==> src/rtl/dna_hash_pkg.sv <==
// Shared definitions for the DNA k-mer hash engine: ASCII base constants,
// 2-bit base codes, the base encoder and the window mask helper.
package dna_hash_pkg;

  localparam logic [7:0] AsciiA = 8'h41;
  localparam logic [7:0] AsciiC = 8'h43;
  localparam logic [7:0] AsciiG = 8'h47;
  localparam logic [7:0] AsciiT = 8'h54;

  typedef enum logic [1:0] {
    BaseA = 2'd0,
    BaseC = 2'd1,
    BaseG = 2'd2,
    BaseT = 2'd3
  } base_code_t;

  typedef struct packed {
    logic       valid;
    base_code_t code;
  } base_enc_t;

  // Non-bases encode as {valid=0, code=A} so callers can use the code blindly.
  function automatic base_enc_t encode_base(input logic [7:0] ch);
    base_enc_t  r;
    logic [7:0] up;
    up = ch & ~8'h20;
    r  = '0;
    case (up)
      AsciiA:  r = '{valid: 1'b1, code: BaseA};
      AsciiC:  r = '{valid: 1'b1, code: BaseC};
      AsciiG:  r = '{valid: 1'b1, code: BaseG};
      AsciiT:  r = '{valid: 1'b1, code: BaseT};
      default: r = '0;
    endcase
    return r;
  endfunction

  // 2*k ones in the low bits; k is limited to 1..16 so 64 bits always suffice.
  function automatic logic [63:0] kmer_mask(input int unsigned k);
    return (64'd1 << (2 * k)) - 64'd1;
  endfunction

endpackage

==> src/rtl/dna_kmer_hash_unit_if.sv <==
// Signal bundle for the k-mer hash unit: streaming byte path plus the
// combinational rolling-step path.
interface dna_kmer_hash_unit_if #(
  parameter int unsigned HASH_W = 32
);

  logic [7:0]        char_in;
  logic [HASH_W-1:0] hash_out;
  logic              done;
  logic              invalid;

  logic [HASH_W-1:0] prev_hash;
  logic [7:0]        out_char;
  logic [7:0]        in_char;
  logic [HASH_W-1:0] new_hash;
  logic              roll_err;

  modport master (
    output char_in, prev_hash, out_char, in_char,
    input  hash_out, done, invalid, new_hash, roll_err
  );

  modport slave (
    input  char_in, prev_hash, out_char, in_char,
    output hash_out, done, invalid, new_hash, roll_err
  );

endinterface

==> src/rtl/dna_roll_step.sv <==
// Combinational rolling-hash step: drop the oldest base, append the newest.
module dna_roll_step #(
  parameter int unsigned K      = 4,
  parameter int unsigned HASH_W = 32
) (
  input  logic [HASH_W-1:0] prev_hash,
  input  logic [7:0]        out_char,
  input  logic [7:0]        in_char,
  output logic [HASH_W-1:0] new_hash,
  output logic              roll_err
);
  import dna_hash_pkg::*;

  localparam logic [HASH_W-1:0] Mask = HASH_W'(kmer_mask(K));

  base_enc_t         enc_out;
  base_enc_t         enc_in;
  logic [HASH_W-1:0] out_term;
  logic [HASH_W-1:0] dropped;

  always_comb begin
    enc_out  = encode_base(out_char);
    enc_in   = encode_base(in_char);
    out_term = HASH_W'(enc_out.code) << (2 * (K - 1));
    // Subtraction wraps modulo 2^HASH_W; masking afterwards trims the window.
    dropped  = prev_hash - out_term;
    new_hash = ((dropped << 2) | HASH_W'(enc_in.code)) & Mask;
    roll_err = ~enc_out.valid | ~enc_in.valid;
  end

endmodule

==> src/rtl/dna_kmer_hash_unit.sv <==
// Streaming base-4 k-mer hash: accumulates ASCII bases into a K-base window,
// flags the first full window and pulses on non-base bytes.
module dna_kmer_hash_unit #(
  parameter int unsigned K      = 4,
  parameter int unsigned HASH_W = 32
) (
  input logic                 clk,
  input logic                 rst,
  dna_kmer_hash_unit_if.slave bus
);
  import dna_hash_pkg::*;

  localparam int unsigned       CntW = $clog2(K + 1);
  localparam logic [CntW-1:0]   KCnt = CntW'(K);
  localparam logic [HASH_W-1:0] Mask = HASH_W'(kmer_mask(K));

  logic [HASH_W-1:0] hash_q, hash_d;
  logic [CntW-1:0]   count_q, count_d;
  logic              done_q, done_d;
  logic              invalid_q, invalid_d;
  base_enc_t         enc;

  always_comb begin
    enc       = encode_base(bus.char_in);
    hash_d    = hash_q;
    count_d   = count_q;
    invalid_d = 1'b0;
    // 0x00 is idle and leaves all state untouched.
    if (bus.char_in != 8'h00) begin
      if (enc.valid) begin
        hash_d = ((hash_q << 2) | HASH_W'(enc.code)) & Mask;
        if (count_q != KCnt) begin
          count_d = count_q + CntW'(1);
        end
      end else begin
        invalid_d = 1'b1;
      end
    end
    done_d = (count_d == KCnt);
  end

  always_ff @(posedge clk or negedge rst) begin
    if (!rst) begin
      hash_q    <= '0;
      count_q   <= '0;
      done_q    <= 1'b0;
      invalid_q <= 1'b0;
    end else begin
      hash_q    <= hash_d;
      count_q   <= count_d;
      done_q    <= done_d;
      invalid_q <= invalid_d;
    end
  end

  assign bus.hash_out = hash_q;
  assign bus.done     = done_q;
  assign bus.invalid  = invalid_q;

  dna_roll_step #(
    .K      (K),
    .HASH_W (HASH_W)
  ) u_roll_step (
    .prev_hash (bus.prev_hash),
    .out_char  (bus.out_char),
    .in_char   (bus.in_char),
    .new_hash  (bus.new_hash),
    .roll_err  (bus.roll_err)
  );

endmodule

==> src/flat_wrapper.sv <==
// flat-port wrapper written by rule: the top's interface ports become plain ports
module dna_kmer_hash_unit_flat import dna_hash_pkg::*;
#(
  parameter int unsigned K      = 4,
  parameter int unsigned HASH_W = 32
)
  (clk, rst, bus_char_in, bus_prev_hash, bus_out_char, bus_in_char, bus_hash_out, bus_done, bus_invalid, bus_new_hash, bus_roll_err);
  dna_kmer_hash_unit_if #(.HASH_W(HASH_W)) bus_i ();
  input logic clk;
  input logic rst;
  input wire logic [$bits(bus_i.char_in)-1:0] bus_char_in;
  input wire logic [$bits(bus_i.prev_hash)-1:0] bus_prev_hash;
  input wire logic [$bits(bus_i.out_char)-1:0] bus_out_char;
  input wire logic [$bits(bus_i.in_char)-1:0] bus_in_char;
  output wire logic [$bits(bus_i.hash_out)-1:0] bus_hash_out;
  output wire logic [$bits(bus_i.done)-1:0] bus_done;
  output wire logic [$bits(bus_i.invalid)-1:0] bus_invalid;
  output wire logic [$bits(bus_i.new_hash)-1:0] bus_new_hash;
  output wire logic [$bits(bus_i.roll_err)-1:0] bus_roll_err;
  assign bus_i.char_in = bus_char_in;
  assign bus_i.prev_hash = bus_prev_hash;
  assign bus_i.out_char = bus_out_char;
  assign bus_i.in_char = bus_in_char;
  assign bus_hash_out = bus_i.hash_out;
  assign bus_done = bus_i.done;
  assign bus_invalid = bus_i.invalid;
  assign bus_new_hash = bus_i.new_hash;
  assign bus_roll_err = bus_i.roll_err;
  dna_kmer_hash_unit #(.K(K), .HASH_W(HASH_W)) u_core (.clk(clk), .rst(rst), .bus(bus_i));
endmodule
==> config.mk <==
export PLATFORM = sky130hd
export DESIGN_NAME = dna_kmer_hash_unit_flat
export DESIGN_NICKNAME = d
export VERILOG_FILES = /design/src/rtl/dna_hash_pkg.sv /design/src/rtl/dna_kmer_hash_unit_if.sv /design/src/rtl/dna_roll_step.sv /design/src/rtl/dna_kmer_hash_unit.sv /design/src/flat_wrapper.sv
export SDC_FILE = /design/constraint.sdc
export NUM_CORES = 1
export LEC_CHECK = 0
export BUFFER_PORTS_ARGS = -buffer_cell sky130_fd_sc_hd__buf_2
export CAP_MARGIN = 30
export CORE_AREA = 3 3 62 64
export CTS_CLUSTER_DIAMETER = 150
export DETAILED_ROUTE_END_ITERATION = 8
export DIE_AREA = 0 0 65 67
export HOLD_SLACK_MARGIN = 0.15
export MAX_ROUTING_LAYER = met4
export PLACE_DENSITY_LB_ADDON = 0.25
export SETUP_SLACK_MARGIN = 0.05
export SLEW_MARGIN = 10
export SYNTH_ARGS = -nofsm -noshare
export SYNTH_HDL_FRONTEND = slang
export SYNTH_SLANG_ARGS = --single-unit
==> constraint.sdc <==
create_clock -name clk -period 3 [get_ports clk]
set_input_delay 0.3 -clock clk [delete_from_list [all_inputs] [get_ports clk]]
set_output_delay 0.3 -clock clk [all_outputs]
set_load 0.01 [all_outputs]
Yosys cells after proc, flatten, opt, wreduce, memory -nomap -nowiden
Cells that the tools add are included.

Flip-flop bits (word level): 13. Bits in latches: 0. Memory bits (writable): 0. ROM bits: 0. Input port bits: 58. Output and inout bits: 67. Word-level logic and storage cells: 35. Memories: 0.

$add $sub $neg: 2. $mul: 0. Div/mod/pow operators: 0. Magnitude comparators: 0. Equality and inequality tests: 14. Shift operators: 0. Multiplexer cells: 8. Bitwise gates (word level): 5. Reduce and logical (&&, ||, !) cells: 2.

Operators by type and width (count): $eq A7 B6 Y1 const B (12); $pmux W3 S4 (3); $or A8 B2 Y8 (2); $mux W3 (3); $reduce_bool A8 Y1 (1); $sub A6 B1 Y6 const B (1); $add A3 B1 Y3 const B (1); $eq A3 B3 Y1 const B (1); $ne A3 B3 Y1 const B (1); $mux W1 (2); $not A1 Y1 (2); $reduce_and A2 Y1 (1); $or A1 B1 Y1 (1).

Longest topological paths before layout
Depth in word-level cells: 5. Depth in mapped cells: 5. Mapped depth without buffers: 5.

Modules after synthesis
Synthesis repeated with hierarchy kept, for this count alone.

Cells, all modules: 155. Area, all modules: 1297.5 um^2.

By module, submodules not included: dna_kmer_hash_unit (instances 1, cells each 109, area an instance 928.4 um^2, sequential area each 325.3 um^2); dna_roll_step (instances 1, cells each 46, area an instance 369.1 um^2, sequential area each 0.0 um^2).

Worst setup path before layout
Ideal clock, no wire load.

Path type: register -> register. Start point: register u_core.count_q[0]. End point: register u_core.done_q (netlist: u_core.bus.done). Setup time: 0.064 ns. Arrival time: 1.409 ns. Data required time: 2.936 ns. Path slack: 1.526 ns. Cell stages (with the launch flop): 6. Path buffers: 0. Period minus slack after synthesis: 1.474 ns. Cell sequence: dfrtp_1 -> inv_2 -> ha_1 -> or3_1 -> a311oi_1 -> mux2_4.

Cells in the longest elaborated chain, start to end: 5.

RTL lines: from (decl) (line dna_kmer_hash_unit.sv:18) `logic [CntW-1:0] count_q, count_d;`; from (signal assigned) (line dna_kmer_hash_unit.sv:50) `count_q <= count_d;`; $add A3 B1 Y3 or $ne A3 B3 Y1 (tied branches) (line dna_kmer_hash_unit.sv:33, dna_kmer_hash_unit.sv:32); $mux W3 (line dna_kmer_hash_unit.sv:32) `if (count_q != KCnt) begin`; $mux W3 (line dna_kmer_hash_unit.sv:30) `if (enc.valid) begin`; $mux W3 (*) (line dna_kmer_hash_unit.sv:29) `if (bus.char_in != 8'h00) begin`; $eq A3 B3 Y1 (*) (line dna_kmer_hash_unit.sv:39) `done_d = (count_d == KCnt);`; via u_core.done_d (line dna_kmer_hash_unit.sv:19) `logic done_q, done_d;`; to (signal assigned) (line dna_kmer_hash_unit.sv:51) `done_q <= done_d;`; to (decl) (line dna_kmer_hash_unit.sv:19).

The timed path passes the listed nets; every way through them passes the cells marked *. A chain may end at the register's enable or synchronous reset.

Final worst setup path
Same ends and word-level chain as after synthesis.

==> run_results.csv <==
group,metric,value,unit
outcome,status,"finished, final reports clean",
routing,via_per_inst,4.19,
power_and_ir_drop,leakage,0.000679,uW
finish,syn2layout_area_growth,2.67,%
finish,num_antenna_cells,0,
routing,finalWirelength,2140,um
floorplan,die_w,65,um
worst_setup_path,endpoint_kind,"flip-flop",
worst_setup_path,cp.arrival,1.79,ns
flow_run,cap_viol_max_count,0,
floorplan,die_h,67,um
worst_setup_path,cp.required,3.21,ns
timing,period_share,52.7,%
floorplan,num_rows,21,
worst_setup_path,cpPeakStageDelay,0.39,ns
synth,synthCells,134,
global_routing,grt.total_usage,9.02,%
finish,final_cells,213,
synth,synth.avg_cell_area,9.46,um^2
timing,period_minus_slack,1.58,ns
floorplan,start_util,38.0,%
power_and_ir_drop,vdd_drop_max,0.128,mV
routing,post-route-drc-count,0,
routing,routedWlPerCell,10.0,um
synth,yosysSeqAreaShare,25.7,%
finish,fillers,342,
synth,synthFlopType,"dfrtp_1",
worst_setup_path,worst-setup-path-type,"flip-flop to flip-flop",
synth,async_flop_share,100,%
routing,vias,893,
clock_tree,root_buffer,"clkbuf_4",
clock_tree,postCtsResizedCells,0,
timing,fin_setup_tns,0,ns
clock_tree,cts_sinks,13,
placed_design,numPortBuffers,36,
worst_setup_path,cp_cell_sequence,"inv_2, ha_1, or3_1, a311oi_1, mux2_4",
clock_tree,cts.path.max_buffers,2,
synth,synth_enable_flop_cells,0,
placed_design,numPlacedInstances,208,
global_routing,grt_pass1_vias,721,
timing,skew,0.00758,ns
clock_tree,htreeDepth,1,
clock_tree,clk_latency,0.27,ns
clock_tree,clk_pin_slew,0.08,ns
placed_design,gp_congestion,0.790,
floorplan,coreArea,3340,um^2
worst_setup_path,crit_slowest_cell,"dfrtp_1",
global_routing,gr-total-overflow,0,
floorplan,io_pins,125,
clock_tree,cts_tree,"done",
routing,first_iter_violations,23,
timing,timing.fmax,633,MHz
worst_setup_path,crit_fanout,5,
worst_hold_path,hold_path_class,"input pin to flip-flop",
finish,mostFrequentLayoutCell,"conb_1",
timing,rsz0062_at_grt,"no",
floorplan,dieArea,4360,um^2
timing,drv_slew,0,
worst_setup_path,start_kind,"flip-flop",
power_and_ir_drop,powerDensity,486,nW/um^2
global_routing,antenna_found_initial,0,
synth,syn-cell-area,1270,um^2
global_routing,grt_max_degree,14,
timing,hold_viol,0,
routing,drtPass1Iterations,4,
synth,ys_ff_latch,13,
synth,ys_warn_count,0,
finish,drive_gt1_share,32.9,%
synth,ys_types,38,
placed_design,dp_hpwl,1750,um
timing,finalSetupViolations,0,
global_routing,grt_pass1_wl,3030,um
routing,ant_nets,0,
finish,final_cell_mix,"conb_1 (48), buf_2 (36), dfrtp_1 (13)",
clock_tree,cts-buffers-inserted,3,
finish,finalNetCount,228,
## cell usage after synthesis, drive strengths merged (2+ instances only)
| cell | count | area share (%) |
|---|---|---|
| nand2 | 6 | 1.8 |
| nand2b | 3 | 2.3 |
| nor3b | 4 | 3.3 |
| o211ai | 2 | 1.2 |
| nor2 | 2 | 0.59 |
| nor3 | 2 | 0.79 |
| o21ai | 4 | 1.6 |
| dfrtp | 13 | 26 |
| a31oi | 2 | 0.99 |
| nor4 | 2 | 0.99 |
| mux2 | 8 | 9.5 |
| a21oi | 6 | 2.4 |
| ha | 2 | 2.0 |
| inv | 3 | 0.89 |
| buf | 55 | 33 |
| nor2b | 4 | 2.2 |
## state kept, by name, indices dropped and copies added (netlist names)
register / flops
u_core.bus.invalid: 1
u_core.bus.done: 1
u_core.bus.hash_out: 8
u_core.count_q: 3
## routing by layer
layer / GRT usage, % / routed length, um
met5: - / 0
met4: 3.69 / 17
met3: 2.19 / 257
met2: 15.6 / 1070
met1: 9.97 / 788
## path summary, 6_finish.rpt
path	start	to	slack, ns	depth (start not counted)
max reg2reg	u_core.count_q[0]$_DFF_PN0_	u_core.bus.done$_DFF_PN0_	1.42	5
min in group asynchronous	rst	u_core.count_q[2]$_DFF_PN0_	0.44	2
max in group asynchronous	rst	u_core.bus.hash_out[2]$_DFFE_PN0P_	2.31	2
max	u_core.count_q[0]$_DFF_PN0_	u_core.bus.done$_DFF_PN0_	1.42	5
min reg2reg	u_core.bus.hash_out[6]$_DFFE_PN0P_	u_core.bus.hash_out[6]$_DFFE_PN0P_	0.52	1
min	bus_char_in[7]	u_core.bus.invalid$_DFF_PN0_	0.27	3
## kinds of logic after synthesis
kind of cell    after synthesis  share of synthesized area, %
buf+inv                      58                          33.8
xor+xnor                      1                         0.691
simple gates                 32                          17.6
flops                        13                          25.7
other cells                   1                         0.296
fa+ha+maj                     2                          1.97
compound gates               18                          8.79
mux                           9                          11.3
## final cells by class
| class | count | area [um^2] | area share, % |
|---|---|---|---|
| Tap cell | 46 | 57.6 | 4.42 |
| Clock buffer | 4 | 26.3 | 2.02 |
| Inverter | 3 | 11.3 | 0.865 |
| Multi-Input combinational cell | 110 | 691 | 53.1 |
| Timing Repair Buffer | 37 | 190 | 14.6 |
| Sequential cell | 13 | 325 | 25.0 |
## critical path: cells and delay by family (launching register included)
family | cells | cell delay, ns
buffers and inverters | 1 | 0.07
adder cells (fa/ha/maj) | 1 | 0.24
flip-flops | 1 | 0.39
AO/OA/AOI/OAI | 1 | 0.26
multiplexers | 1 | 0.18
AND/OR/NAND/NOR | 1 | 0.38
## where the power goes
part | internal [uW] | leakage (uW) | switching, uW
Sequential | 223 | 0.000150 | 38.8
Combinational | 131 | 0.000513 | 133
Clock | 51.4 | 0.0000150 | 55.8
Total | 405 | 0.000679 | 227
## through the flow
step / hold WS (ns) / area, um^2 / total power, uW / utilization (%) / setup slack (ns)
6_report: 0.273 / 1300 / 632 / 39.0 / 1.42
5_1_grt: 0.274 / 1300 / 684 / 39.0 / 1.34
4_1_cts: 0.260 / 1300 / 638 / 39.0 / 1.42
3_5_place_dp: 0.209 / 1260 / 523 / 37.9 / 1.45
3_3_place_gp: 0.197 / 1260 / 513 / 37.9 / 1.47
2_1_floorplan: 0.00441 / 1440 / 499 / - / 1.53
## what timing repair did
item,4_1_cts,5_1_grt
hold buffers,1,0
buffers inserted,0,0
hold endpoints to repair,13,0
No activity file was read; power rests on OpenSTA's default activity.
